--- config.mk ---
export PLATFORM = sky130hd
export DESIGN_NAME = bsg_link_flit_tx
export DESIGN_NICKNAME = d
export VERILOG_FILES = /design/src/rtl/bsg_link_flit_pkg.sv /design/src/rtl/bsg_link_credit_counter.sv /design/src/rtl/bsg_link_flit_tx.sv
export SDC_FILE = /design/constraint.sdc
export NUM_CORES = 1
export LEC_CHECK = 0
export BUFFER_PORTS_ARGS = -buffer_cell sky130_fd_sc_hd__buf_2
export CORE_MARGIN = 5
export CORE_UTILIZATION = 53
export CTS_CLUSTER_SIZE = 28
export DETAILED_ROUTE_END_ITERATION = 7
export GPL_ROUTABILITY_DRIVEN = 1
export PLACE_DENSITY = 0.88
export SKIP_CTS_REPAIR_TIMING = 1
export SLEW_MARGIN = 25
export SYNTH_ARGS = -nofsm -noshare
export SYNTH_HDL_FRONTEND = slang
export SYNTH_SLANG_ARGS = --single-unit
--- constraint.sdc ---
create_clock -name core_clk_i -period 3.5 [get_ports core_clk_i]
set_input_delay 0.35 -clock core_clk_i [delete_from_list [all_inputs] [get_ports core_clk_i]]
set_output_delay 0.35 -clock core_clk_i [all_outputs]
set_load 0.02 [all_outputs]
--- src/rtl/bsg_link_flit_pkg.sv ---
// bsg_link_flit_pkg: shared FSM state type and default word/channel widths for the flit link
package bsg_link_flit_pkg;
  typedef enum logic {IDLE, SEND} state_e;
  localparam int width_lp = 64;
  localparam int channel_width_lp = 16;
endpackage

--- src/rtl/bsg_link_credit_counter.sv ---
// bsg_link_credit_counter: saturating credit counter (-1 per take, +2^lg per token) with sticky overflow error
module bsg_link_credit_counter #(
  parameter int credit_max_p = 16,
  parameter int lg_credit_decimation_p = 2,
  parameter int count_w_p = $clog2(credit_max_p + 1)
)(
  input  logic                 clk,
  input  logic                 rst,
  input  logic                 take,
  input  logic                 token,
  output logic [count_w_p-1:0] count,
  output logic                 error
);
  localparam int sum_w_lp = count_w_p + lg_credit_decimation_p + 1;
  localparam logic [sum_w_lp-1:0] max_lp = sum_w_lp'(credit_max_p);
  localparam logic [sum_w_lp-1:0] inc_lp = sum_w_lp'(1) << lg_credit_decimation_p;
  logic [sum_w_lp-1:0] sum;
  logic over;
  assign sum = sum_w_lp'(count) - sum_w_lp'(take) + (token ? inc_lp : '0);
  assign over = sum > max_lp;
  always_ff @(posedge clk or posedge rst)
    if (rst) begin
      count <= count_w_p'(credit_max_p);
      error <= 1'b0;
    end else begin
      count <= over ? count_w_p'(credit_max_p) : count_w_p'(sum);
      error <= error | over;
    end
endmodule

--- src/rtl/bsg_link_flit_tx.sv ---
// bsg_link_flit_tx: credit-based word-to-flit serializer, LSB flit first; BSG_LINK_FLIT_TX_PARITY_EN adds even flit parity
module bsg_link_flit_tx
  import bsg_link_flit_pkg::*;
#(
  parameter int width_p = width_lp,
  parameter int channel_width_p = channel_width_lp,
  parameter int credit_max_p = 16,
  parameter int lg_credit_decimation_p = 2
)(
  input  logic                                 core_clk_i,
  input  logic                                 core_link_reset_i,
  input  logic [width_p-1:0]                   core_data_i,
  input  logic                                 core_valid_i,
  output logic                                 core_ready_o,
  output logic [channel_width_p-1:0]           link_data_o,
  output logic                                 link_valid_o,
  output logic                                 link_parity_o,
  input  logic                                 token_i,
  output logic [$clog2(credit_max_p+1)-1:0]    credit_count_o,
  output logic                                 error_o
);
  localparam int r_lp = width_p / channel_width_p;
  localparam int cnt_w_lp = r_lp > 1 ? $clog2(r_lp) : 1;
  localparam logic [cnt_w_lp-1:0] last_lp = cnt_w_lp'(r_lp - 1);
  state_e state, state_n;
  logic [cnt_w_lp-1:0] cnt, cnt_n;
  logic [width_p-1:0] word;
  logic accept;
  assign core_ready_o = (state == IDLE || cnt == last_lp) && credit_count_o != '0;
  assign accept = core_valid_i & core_ready_o;
  always_comb begin
    state_n = accept ? SEND : (state == SEND && cnt != last_lp) ? SEND : IDLE;
    cnt_n = (accept || state == IDLE || cnt == last_lp) ? '0 : cnt + 1'b1;
  end
  always_ff @(posedge core_clk_i or posedge core_link_reset_i)
    if (core_link_reset_i) begin
      state <= IDLE;
      cnt <= '0;
      word <= '0;
    end else begin
      state <= state_n;
      cnt <= cnt_n;
      if (accept) word <= core_data_i;
    end
  assign link_valid_o = state == SEND;
  assign link_data_o = link_valid_o ? word[cnt*channel_width_p +: channel_width_p] : '0;
`ifdef BSG_LINK_FLIT_TX_PARITY_EN
  assign link_parity_o = link_valid_o & (^link_data_o);
`else
  assign link_parity_o = 1'b0;
`endif
  bsg_link_credit_counter #(
    .credit_max_p(credit_max_p),
    .lg_credit_decimation_p(lg_credit_decimation_p)
  ) credits (
    .clk(core_clk_i),
    .rst(core_link_reset_i),
    .take(accept),
    .token(token_i),
    .count(credit_count_o),
    .error(error_o)
  );
endmodule

==> key figures, run 1 <==
Run status
  – Outcome: completed

Logic synthesis
  – Synthesized Nets: around 300
  – Sequential share of the synthesized area: 0.513
  – Mean Syn Cell Area: between 15 and 20 um2
  – XOR/XNOR Fraction of Synth Area: 0.00737
  – Post-Synth Simple-Gate Area: 0.0555
  – Synthesized area: ~0.0036 mm2
  – Synth Instances: roughly 220
  – Adder-cell area share of the yosys netlist: 0.0176
  – Post-synthesis register bit count: 73
  – Post-synthesis mux area share: 0.346
  – Cell variety after synth: 34
  – Synth Area in Compound Gates: 0.0260
  – Largest family of logic cells by synthesized area: multiplexers
  – Synth warnings: 0

Detailed routing
  – DR iter-0 viols: 54
  – DR vias: about 2100
  – Detail Route Antenna Nets: 0
  – # DRC: 0
  – TritonRoute pass-1 iters: 4
  – Via density: about 5.3
  – Final wirelength: roughly 7000 um
  – Routed WL per cell: roughly 18 um

Critical path
  – RR Startpoint: credits.count[2]
  – Crit path from: credits.count[2]
  – CP endpoint kind: flop
  – Peak fanout along the critical path: 5
  – Required @ worst endpoint: 3740 ps
  – Worst Path Arrival: 3180 ps
  – Setup CP Type: reg2reg
  – Worst Setup Start Kind: flop

Floorplan
  – Starting Density: 0.552
  – Die ar.: approximately 0.0085 mm2
  – Die Span Y: slightly above 90 um
  – Die X: a little over 90 um
  – IO Count: 93
  – Site Rows: 29
  – Total core area: between 0.006 and 0.007 mm2

STA
  – Worst clock skew: around 12 ps
  – Fmax: ~340 MHz
  – Crit path time final: 2940 ps
  – Pins Over Slew Limit: 0
  – Hold Fails Final Rpt: 0
  – Final Cycle Share: 0.839
  – Slew headroom: 0.318
  – TNS Setup: 0 ps
  – Worst Tran Pin Value: between 1000 and 1500 ps
  – Unrepaired setup endpoints after global routing: no
  – Final setup violation count: 0

GRT
  – Initial antenna violation count: 1
  – Vias in the first global route: between 2000 and 2500
  – Pin count of the biggest net entering global routing: 66
  – GRT Resource Usage Total: 0.176
  – First-pass GRT wire length: 11600 um
  – GRT overflow: 0

Final layout
  – Most frequent cells in the layout: buf_2 (91), dfrtp_1 (72), mux2_4 (38), mux2_1 (23), and2_1 (17)
  – Nets: between 300 and 400
  – Share of layout cells above drive strength 1: 0.548
  – Final Non-Filler Cells: 400
  – Commonest non-fill, non-tap cell in the layout: buf_2
  – N_diodes: 0
  – Area Growth Syn to Fin: 20.9%

Clock network
  – H-tree Lvls: 3
  – CTS Sinks: 73
  – TritonCTS clock tree: built
  – Clock tree buffer depth: 2
  – Root buf cell: clkbuf_8
  – Clock Latency Late Sink: 350 ps
  – Total CTS buffers: 9
  – Clock slew at reported path FFs: roughly 70 ps

Placement
  – Port bufs: 91
  – Post-Place Cells: around 380
  – GP Congestion: 0.872
  – Final HPWL from detailed placement: roughly 5000 um

Pwr
  – PwrDens: 1020 mW/mm2
  – VDD IR-drop max: ~0.63 mV
  – Overall power: between 4000 and 5000 uW
  – Lkg Pwr: 0.00213 uW

Job
  – Max cap viols: 0

Min path
  – Min-delay worst type: in2async
stage by stage:
stage / cell area (um2) / util / hold WS [ps] / setup WS, ps
final: 4310 / 0.667 / 54.0 / 564
after global placement: 4060 / 0.629 / 444 / 716
after global routing: 4310 / 0.667 / 96.6 / 410
after detailed placement: 4060 / 0.629 / 442 / 620
after floorplan: 3560 / - / 459 / 252
after CTS: 4310 / 0.667 / 59.8 / 590
layout make-up:
cell class,count,area (um2)
Tap cell,77,96.3
Sequential cell,73,1830
Multi-Input combinational cell,132,1620
Clock buffer,11,141
Clock inverter,5,103
Inverter,6,22.5
Timing Repair Buffer,96,493
Fill cell,453,2150
worst max-delay path, stage by stage, from the launching register on:
cell,delay [ps]
dfrtp_1,470
nor3_2,280
a31oi_2,150
nand2_4,90
inv_1,40
ha_1,220
ha_1,220
xor2_1,150
ha_1,230
ha_1,310
a2111oi_2,330
o21ai_2,140
a21o_1,190
layer usage:
layer / track usage / share of wire
met1: 0.211 / 0.41
met2: 0.293 / 0.51
met3: 0.0655 / 0.067
met4: 0.0644 / 0.016
met5: 0 / 0.0010
synthesized netlist by cell type:
| master | instances | area [um2] |
|---|---|---|
| mux2i_1 | 1 | 10.0 |
| xor2_1 | 2 | 17.5 |
| ha_1 | 5 | 62.6 |
| mux4_2 | 16 | 360 |
| nor3b_2 | 1 | 12.5 |
| dfstp_2 | 1 | 26.3 |
| o31ai_1 | 1 | 7.51 |
| buf_4 | 1 | 7.51 |
| mux2_2 | 3 | 33.8 |
| nor3b_4 | 1 | 18.8 |
| nor3_2 | 1 | 10.0 |
| inv_1 | 6 | 22.5 |
| buf_6 | 5 | 56.3 |
| a21o_1 | 1 | 7.51 |
| conb_1 | 1 | 3.75 |
| a2111oi_2 | 1 | 15.0 |
| a31oi_2 | 1 | 12.5 |
| dfrtp_1 | 72 | 1800 |
| a21oi_1 | 2 | 10.0 |
| a21boi_1 | 2 | 15.0 |
| mux2_4 | 38 | 571 |
| nand2b_1 | 2 | 12.5 |
| clkbuf_1 | 2 | 7.51 |
| o21ai_2 | 1 | 8.76 |
| nor2b_1 | 1 | 6.26 |
| mux2_1 | 23 | 259 |
| nor2_1 | 2 | 7.51 |
| xnor2_1 | 1 | 8.76 |
| a22oi_1 | 1 | 7.51 |
| nand3_1 | 1 | 5.00 |
| o311ai_0 | 1 | 8.76 |
| and2_1 | 17 | 106 |
| nand2_1 | 5 | 18.8 |
| buf_2 | 5 | 25.0 |
worst paths after layout:
path                                 end  slack (ps)  depth (start not counted)
max in group asynchronous       word[45]        2440                          3
min in group core_clk_i         word[27]         210                          2
min                             word[35]          50                          2
min reg2reg                credits.error         460                          1
max reg2reg                credits.error         560                         12
max                        credits.error         560                         12
state kept, by name, indices dropped and copies added (netlist names):
name and count:
word 64, credits.count 5, cnt 2, credits.error 1
link_valid_o 1
cells by family after synthesis:
group / count (synthesis)
mux: 81
compound gates: 11
other cells: 1
xor+xnor: 3
buf+inv: 19
simple gates: 31
fa+ha+maj: 5
flops: 73
where the power goes:
group | switching, uW | internal (uW) | leakage (uW)
clock | 304 | 492 | 0.000120
sequential | 243 | 1270 | 0.000863
combinational | 924 | 1160 | 0.00115
total | 1470 | 2930 | 0.00213
(Power assumes the default switching activity.)
==> inputs of run 2 (changes only) <==
- ABC_AREA: default -> 1
- clock period: 3.5 -> 2.8 ns (I/O delays scaled with it)
==> run 2 against run 1 <==
Effect of this change:
- routed wire length up 23%
- via count increased by 46%
- synthesized cell count up 94%
- fmax increased by 10%
- largest cell class unchanged
- largest power group unchanged
==> key figures, run 2 <==
Final layout
  – Most frequent cells in the layout: nand2_1 (152), buf_2 (91), dfrtp_1 (72), inv_1 (34), a21oi_1 (28) (was buf_2 (91), dfrtp_1 (72), mux2_4 (38), mux2_1 (23), and2_1 (17))
  – Final Instance Area: 0.00435 mm2 (was 0.00431 mm2)
  – Layout filler cell count: 574 (was 453)
  – Nets: 594 (was 391)
  – Largest register FFs: 64 (unchanged)
  – Area Growth Syn to Fin: 18.5% (was 20.9%)
  – Commonest non-fill, non-tap cell in the layout: nand2_1 (was buf_2)
  – Final Non-Filler Cells: 606 (was 400)
  – N_diodes: 0 (unchanged)
  – Share of layout cells above drive strength 1: 0.348 (was 0.548)
  – Largest regs: word: 64 flops, credits.count: 5 flops, cnt: 2 flops (unchanged)
  – Register area: 0.00183 mm2 (unchanged)
  – Reg with most FFs: word (unchanged)
  – Area of the multi-input gates: 0.00156 mm2 (was 0.00162 mm2)

Logic synthesis
  – Count leader, synth: nand2_1 (was dfrtp_1)
  – Top cells by area, synth: dfrtp_1 (49%), nand2_1 (16%), o21ai_2 (6.2%) (was dfrtp_1 (51%), mux2_4 (16%), mux4_2 (10%))
  – Top FF cell, synth: dfrtp_1 (unchanged)
  – Post-synth top area share: 0.491 (was 0.506)
  – Synth warnings: 0 (unchanged)
  – Synthesized area: 0.00367 mm2 (was 0.00356 mm2)
  – Cell variety after synth: 29 (was 34)
  – FFs w/ async S/R, synth: 1.00 (unchanged)
  – Synth Instances: 435 (was 224)
  – Synthesized Nets: 508 (was 297)
  – Mean Syn Cell Area: 8.44 um2 (was 15.9 um2)
  – Number of synthesized flops with an enable pin: 0 (unchanged)
  – Synth area leader: dfrtp_1 (unchanged)
  – Sequential share of the synthesized area: 0.498 (was 0.513)
  – Post-synthesis register bit count: 73 (unchanged)
  – Top post-synthesis cells by count: nand2_1 (152), dfrtp_1 (72), inv_1 (36), a21oi_1 (30), o21ai_2 (26) (was dfrtp_1 (72), mux2_4 (38), mux2_1 (23), and2_1 (17), mux4_2 (16))

GRT
  – Vias in the first global route: 3067 (was 2383)
  – Pin count of the biggest net entering global routing: 90 (was 66)
  – GRT overflow: 0 (unchanged)
  – First-pass GRT wire length: 14100 um (was 11600 um)
  – Initial antenna violation count: 0 (was 1)
  – GRT Resource Usage Total: 0.206 (was 0.176)

STA
  – Fmax: 375 MHz (was 341 MHz)
  – Crit path time final: 2660 ps (was 2940 ps)
  – Slew headroom: 0.499 (was 0.318)
  – Final setup violation count: 0 (unchanged)
  – TNS Setup: 0 ps (unchanged)
  – Worst clock skew: 8.57 ps (was 11.5 ps)
  – Setup WS post-layout: 136 ps (was 564 ps)
  – Worst Tran Pin Value: 752 ps (was 1020 ps)
  – Pins Over Slew Limit: 0 (unchanged)
  – Hold Fails Final Rpt: 0 (unchanged)
  – Final Cycle Share: 0.952 (was 0.839)

Detailed routing
  – Detail Route Antenna Nets: 0 (unchanged)
  – DR vias: 3114 (was 2138)
  – Via density: 5.14 (was 5.35)
  – DR iter-0 viols: 132 (was 54)
  – TritonRoute pass-1 iters: 4 (unchanged)
  – # DRC: 0 (unchanged)
  – Final wirelength: 8650 um (was 7020 um)
  – Routed WL per cell: 14.3 um (was 17.6 um)

Run status
  – Outcome: completed (unchanged)

Job
  – Max cap viols: 0 (unchanged)

Pwr
  – Lkg Pwr: 0.00228 uW (was 0.00213 uW)
  – Clock power frac: 0.140 (was 0.181)
  – Switching Share: 0.459 (was 0.335)
  – Comb pwr share: 0.526 (was 0.475)
  – PwrDens: 1230 mW/mm2 (was 1020 mW/mm2)
  – Register share of total power: 0.333 (was 0.344)
  – VDD IR-drop max: 0.852 mV (was 0.633 mV)
  – Cell internal pwr: 2900 uW (was 2930 uW)
  – Net switching power figure: 2460 uW (was 1470 uW)

Floorplan
  – Die X: 93.2 um (was 92.0 um)
  – IO Count: 93 (unchanged)
  – Starting Density: 0.544 (was 0.552)
  – Site Rows: 30 (was 29)
  – Total core area: 0.00676 mm2 (was 0.00646 mm2)
  – Die ar.: 0.00869 mm2 (was 0.00846 mm2)
  – Die Span Y: 93.2 um (was 92.0 um)

Placement
  – Final HPWL from detailed placement: 6080 um (was 4990 um)
  – Post-DP Area: 0.00412 mm2 (was 0.00406 mm2)
  – Port bufs: 91 (unchanged)
  – GP Congestion: 0.816 (was 0.872)
  – Pre-CTS setup slack: 38.1 ps (was 620 ps)
  – Post-Place Cells: 588 (was 384)

Clock network
  – TritonCTS clock tree: built (unchanged)
  – H-tree Lvls: 3 (unchanged)
  – CTS Sinks: 73 (unchanged)
  – Clock tree buffer depth: 2 (unchanged)
  – Clock slew at reported path FFs: 80 ps (was 70 ps)
  – Root buf cell: clkbuf_8 (unchanged)
  – Total CTS buffers: 9 (unchanged)
  – Clock Latency Late Sink: 340 ps (was 350 ps)

Critical path
  – Setup CP Type: reg2reg (unchanged)
  – R2r worst-path depth: 17 (was 12)
  – Worst Path Arrival: 2900 ps (was 3180 ps)
  – RR Startpoint: cnt[0] (was credits.count[2])
  – Peak fanout along the critical path: 5 (unchanged)
  – Reg-to-Reg End: credits.error (unchanged)
  – CP endpoint kind: flop (unchanged)
  – Worst Setup Start Kind: flop (unchanged)
  – FF-to-FF setup slack: 140 ps (was 560 ps)
  – Required @ worst endpoint: 3030 ps (was 3740 ps)

Min path
  – Min-delay worst type: in2async (unchanged)
-- run 2: changes by cell type in the layout (fill, tap and decap cells not counted), sizes merged, moves of 4 or more --
cell | before | now
a21oi | 2 | 30
and2 | 17 | 0
inv | 6 | 41
mux2 | 64 | 0
mux4 | 16 | 0
nand2 | 5 | 176
nand3 | 1 | 5
nor2 | 2 | 18
o211ai | 0 | 15
o21ai | 1 | 43
-- run 2: through the flow --
stage                     hold slack (ps)  total power [uW]  utilization
after floorplan                       389              3880            -
after global placement                432              4400        0.609
after detailed placement              447              4540        0.609
after CTS                            68.3              5300        0.636
after global routing                  113              5810        0.644
final                                60.1              5360        0.644
-- run 2: worst max path at each step --
stage / startpoint / endpoint / slack, ps
4_1_cts: cnt[0] / credits.count[3] / 20
5_1_grt: cnt[0] / credits.error / -2
2_1_floorplan: cnt[0] / credits.error / 1
6_report: cnt[0] / credits.error / 140
3_5_place_dp: cnt[0] / credits.count[3] / 40
3_3_place_gp: cnt[0] / credits.error / 230
-- run 2: layout make-up --
class,count,area share
Sequential cell,73,0.420
Clock inverter,6,0.00978
Clock buffer,10,0.0316
Multi-Input combinational cell,298,0.358
Inverter,40,0.0351
Tap cell,80,0.0230
Timing Repair Buffer,99,0.122
-- run 2: cell families (layout without fill, tap and decap cells) --
kind of cell,after synthesis,after routing,synth area share
AO/OA/AOI/OAI,89,89,0.159
XOR/XNOR,1,1,0.00239
adder cells (fa/ha/maj),5,5,0.0170
buffers and inverters,64,155,0.0899
flip-flops,73,73,0.498
other,1,1,0.00102
AND/OR/NAND/NOR,202,202,0.233
-- run 2: critical path, stage by stage (launching register included) --
cell and delay, ps:
dfrtp_1 390, ha_2 180, or2_4 250, o21ai_2 70
inv_2 60, nand2_4 80, inv_4 40, ha_4 170
ha_4 180, xor2_2 150, ha_2 210, ha_1 280
inv_2 60, nand4_1 90, nor2_2 130, nand2_2 100
nand2_1 90, nand2_1 50
-- run 2: metal layers --
metal  global-route usage  part of all wire  vias up
met1                0.259              0.41     1451
met2                0.330              0.48      100
met3               0.0676             0.082       15
li1                     -                 -     1548
met4               0.0769             0.019        0
met5                    0                 0        -
-- run 2: power by group through the flow --
stage | Clock, uW | Combinational, uW | Sequential, uW
2_1_floorplan | 0 | 2080 | 1790
3_3_place_gp | 0 | 2630 | 1770
3_5_place_dp | 0 | 2740 | 1800
4_1_cts | 766 | 2750 | 1780
5_1_grt | 803 | 3170 | 1840
6_report | 753 | 2820 | 1790
==> inputs of run 3 (changes only) <==
- CORE_MARGIN: 5 -> default
- clock period: 2.8 -> 3 ns (I/O delays scaled with it)
==> run 3 against run 2 <==
Effect of this change:
- clock skew shrank 1.3 ps
- core utilization grew 2.2 points
- count of clock-buffer cells in the layout grew 2
- clock power grew 19%
- routed wire length shrank 8.9%
- worst hold slack gained 13 ps
- cell count shrank 0.99%
- sequential power shrank 7%
- setup slack gained 64 ps
- global-route usage grew 3.3 points
- critical path depth shrank 1
- die area shrank 16%
- critical endpoint is now credits.count[1]
- highest routed layer unchanged
==> key figures, run 3 (synthesis results as in run 2) <==
STA
  – Final setup violation count: 0 (unchanged)
  – Worst hold margin: 73.2 ps (was 60.1 ps)
  – Final Cycle Share: 0.933 (was 0.952)
  – Crit path time final: 2800 ps (was 2660 ps)
  – Worst clock skew: 7.23 ps (was 8.57 ps)
  – Worst Tran Pin Value: 778 ps (was 752 ps)
  – Hold Fails Final Rpt: 0 (unchanged)
  – Fmax: 357 MHz (was 375 MHz)
  – Slew headroom: 0.482 (was 0.499)
  – Pins Over Slew Limit: 0 (unchanged)
  – TNS Setup: 0 ps (unchanged)
  – Unrepaired setup endpoints after global routing: yes
  – Setup WS post-layout: 200 ps (was 136 ps)

Detailed routing
  – Routed WL per cell: 13.1 um (was 14.3 um)
  – Via density: 5.08 (was 5.14)
  – # DRC: 0 (unchanged)
  – Final wirelength: 7880 um (was 8650 um)
  – Detail Route Antenna Nets: 0 (unchanged)
  – TritonRoute pass-1 iters: 4 (unchanged)
  – DR vias: 3045 (was 3114)
  – DR iter-0 viols: 139 (was 132)

Final layout
  – Layout filler cell count: 531 (was 574)
  – Largest regs: word: 64 flops, credits.count: 5 flops, cnt: 2 flops (unchanged)
  – N_diodes: 0 (unchanged)
  – Area Growth Syn to Fin: 18.4% (was 18.5%)
  – Share of layout cells above drive strength 1: 0.333 (was 0.348)
  – Largest register FFs: 64 (unchanged)
  – Final Non-Filler Cells: 600 (was 606)
  – Commonest non-fill, non-tap cell in the layout: nand2_1 (unchanged)
  – Final Instance Area: 0.00435 mm2 (about the same)
  – Reg with most FFs: word (unchanged)
  – Most frequent cells in the layout: nand2_1 (152), buf_2 (91), dfrtp_1 (72), inv_1 (35), a21oi_1 (29) (was nand2_1 (152), buf_2 (91), dfrtp_1 (72), inv_1 (34), a21oi_1 (28))
  – Nets: 591 (was 594)

Placement
  – Port bufs: 91 (unchanged)
  – Post-DP Area: 0.00410 mm2 (was 0.00412 mm2)
  – Post-Place Cells: 584 (was 588)
  – Pre-CTS setup slack: 175 ps (was 38.1 ps)
  – GP Congestion: 0.801 (was 0.816)
  – Final HPWL from detailed placement: 5480 um (was 6080 um)

Clock network
  – Root buf cell: clkbuf_8 (unchanged)
  – TritonCTS clock tree: built (unchanged)
  – Clock slew at reported path FFs: 80 ps (about the same)
  – Total CTS buffers: 9 (unchanged)
  – Clock tree buffer depth: 2 (unchanged)
  – CTS Sinks: 73 (unchanged)
  – Clock Latency Late Sink: 340 ps (about the same)
  – H-tree Lvls: 3 (unchanged)

Pwr
  – VDD IR-drop max: 0.872 mV (was 0.852 mV)
  – Lkg Pwr: 0.00230 uW (was 0.00228 uW)
  – PwrDens: 1170 mW/mm2 (was 1230 mW/mm2)

Min path
  – Min-delay worst type: in2async (unchanged)

Critical path
  – Setup CP Type: reg2reg (unchanged)
  – CP endpoint kind: flop (unchanged)
  – Worst Setup Start Kind: flop (unchanged)
  – Required @ worst endpoint: 3270 ps (was 3030 ps)
  – Peak fanout along the critical path: 5 (unchanged)
  – Worst Path Arrival: 3070 ps (was 2900 ps)

GRT
  – Initial antenna violation count: 0 (unchanged)
  – Vias in the first global route: 3107 (was 3067)
  – GRT Resource Usage Total: 0.239 (was 0.206)
  – Pin count of the biggest net entering global routing: 90 (unchanged)
  – GRT overflow: 0 (unchanged)
  – First-pass GRT wire length: 13600 um (was 14100 um)

Floorplan
  – IO Count: 93 (unchanged)
  – Die Span Y: 85.2 um (was 93.2 um)
  – Starting Density: 0.562 (was 0.544)
  – Die X: 85.2 um (was 93.2 um)
  – Die ar.: 0.00727 mm2 (was 0.00869 mm2)
  – Site Rows: 29 (was 30)
  – Total core area: 0.00653 mm2 (was 0.00676 mm2)

Job
  – Max cap viols: 0 (unchanged)

Run status
  – Outcome: completed (unchanged)
-- run 3: worst paths after layout --
path	depth (start not counted)	to	startpoint	slack (ps)
min in group core_clk_i	3	word[41]	core_data_i[41]	140
hold / removal	2	word[15]	core_link_reset_i	70
setup reg to reg	16	credits.count[1]	cnt[0]	200
setup / recovery	16	credits.count[1]	cnt[0]	200
hold reg to reg	2	credits.error	credits.error	480
max in group asynchronous	3	word[34]	core_link_reset_i	2270
-- run 3: critical path, stage by stage, from the launching register on --
cell	delay, ps
dfrtp_1	390
ha_1	210
or2_4	260
o21ai_2	60
inv_2	60
nand2_4	70
inv_4	40
ha_1	210
ha_2	210
xor2_1	160
ha_1	230
ha_1	280
inv_1	70
nand4_1	100
nor2_2	130
nand2_2	100
a21oi_1	160
-- run 3: area by class of cell --
cell class	instances	area, um2	share of cell area
flip-flops and latches	73	1830	0.420
multi-input cells	298	1520	0.350
repair buffers	96	509	0.117
clock buffers	12	165	0.0380
inverters	40	155	0.0357
well taps	77	96.3	0.0222
clock inverters	4	73.8	0.0170
-- run 3: per-layer routing --
layer  wire length, um  GRT usage
met5                 0          0
met4                94     0.0878
met3               454     0.0535
met2              3800      0.410
met1              3520      0.296
-- run 3: where the power goes --
group | switching (uW) | leakage, uW | internal [uW]
clock | 357 | 0.000123 | 537
combinational | 1640 | 0.00128 | 871
sequential | 212 | 0.000902 | 1450
total | 2210 | 0.00230 | 2860
-- run 3: per-stage QoR --
stage          power [uW]   util
5_1_grt              5500  0.666
3_3_place_gp         4070  0.627
3_5_place_dp         4180  0.627
6_report             5070  0.666
4_1_cts              5090  0.664
2_1_floorplan        3610      -
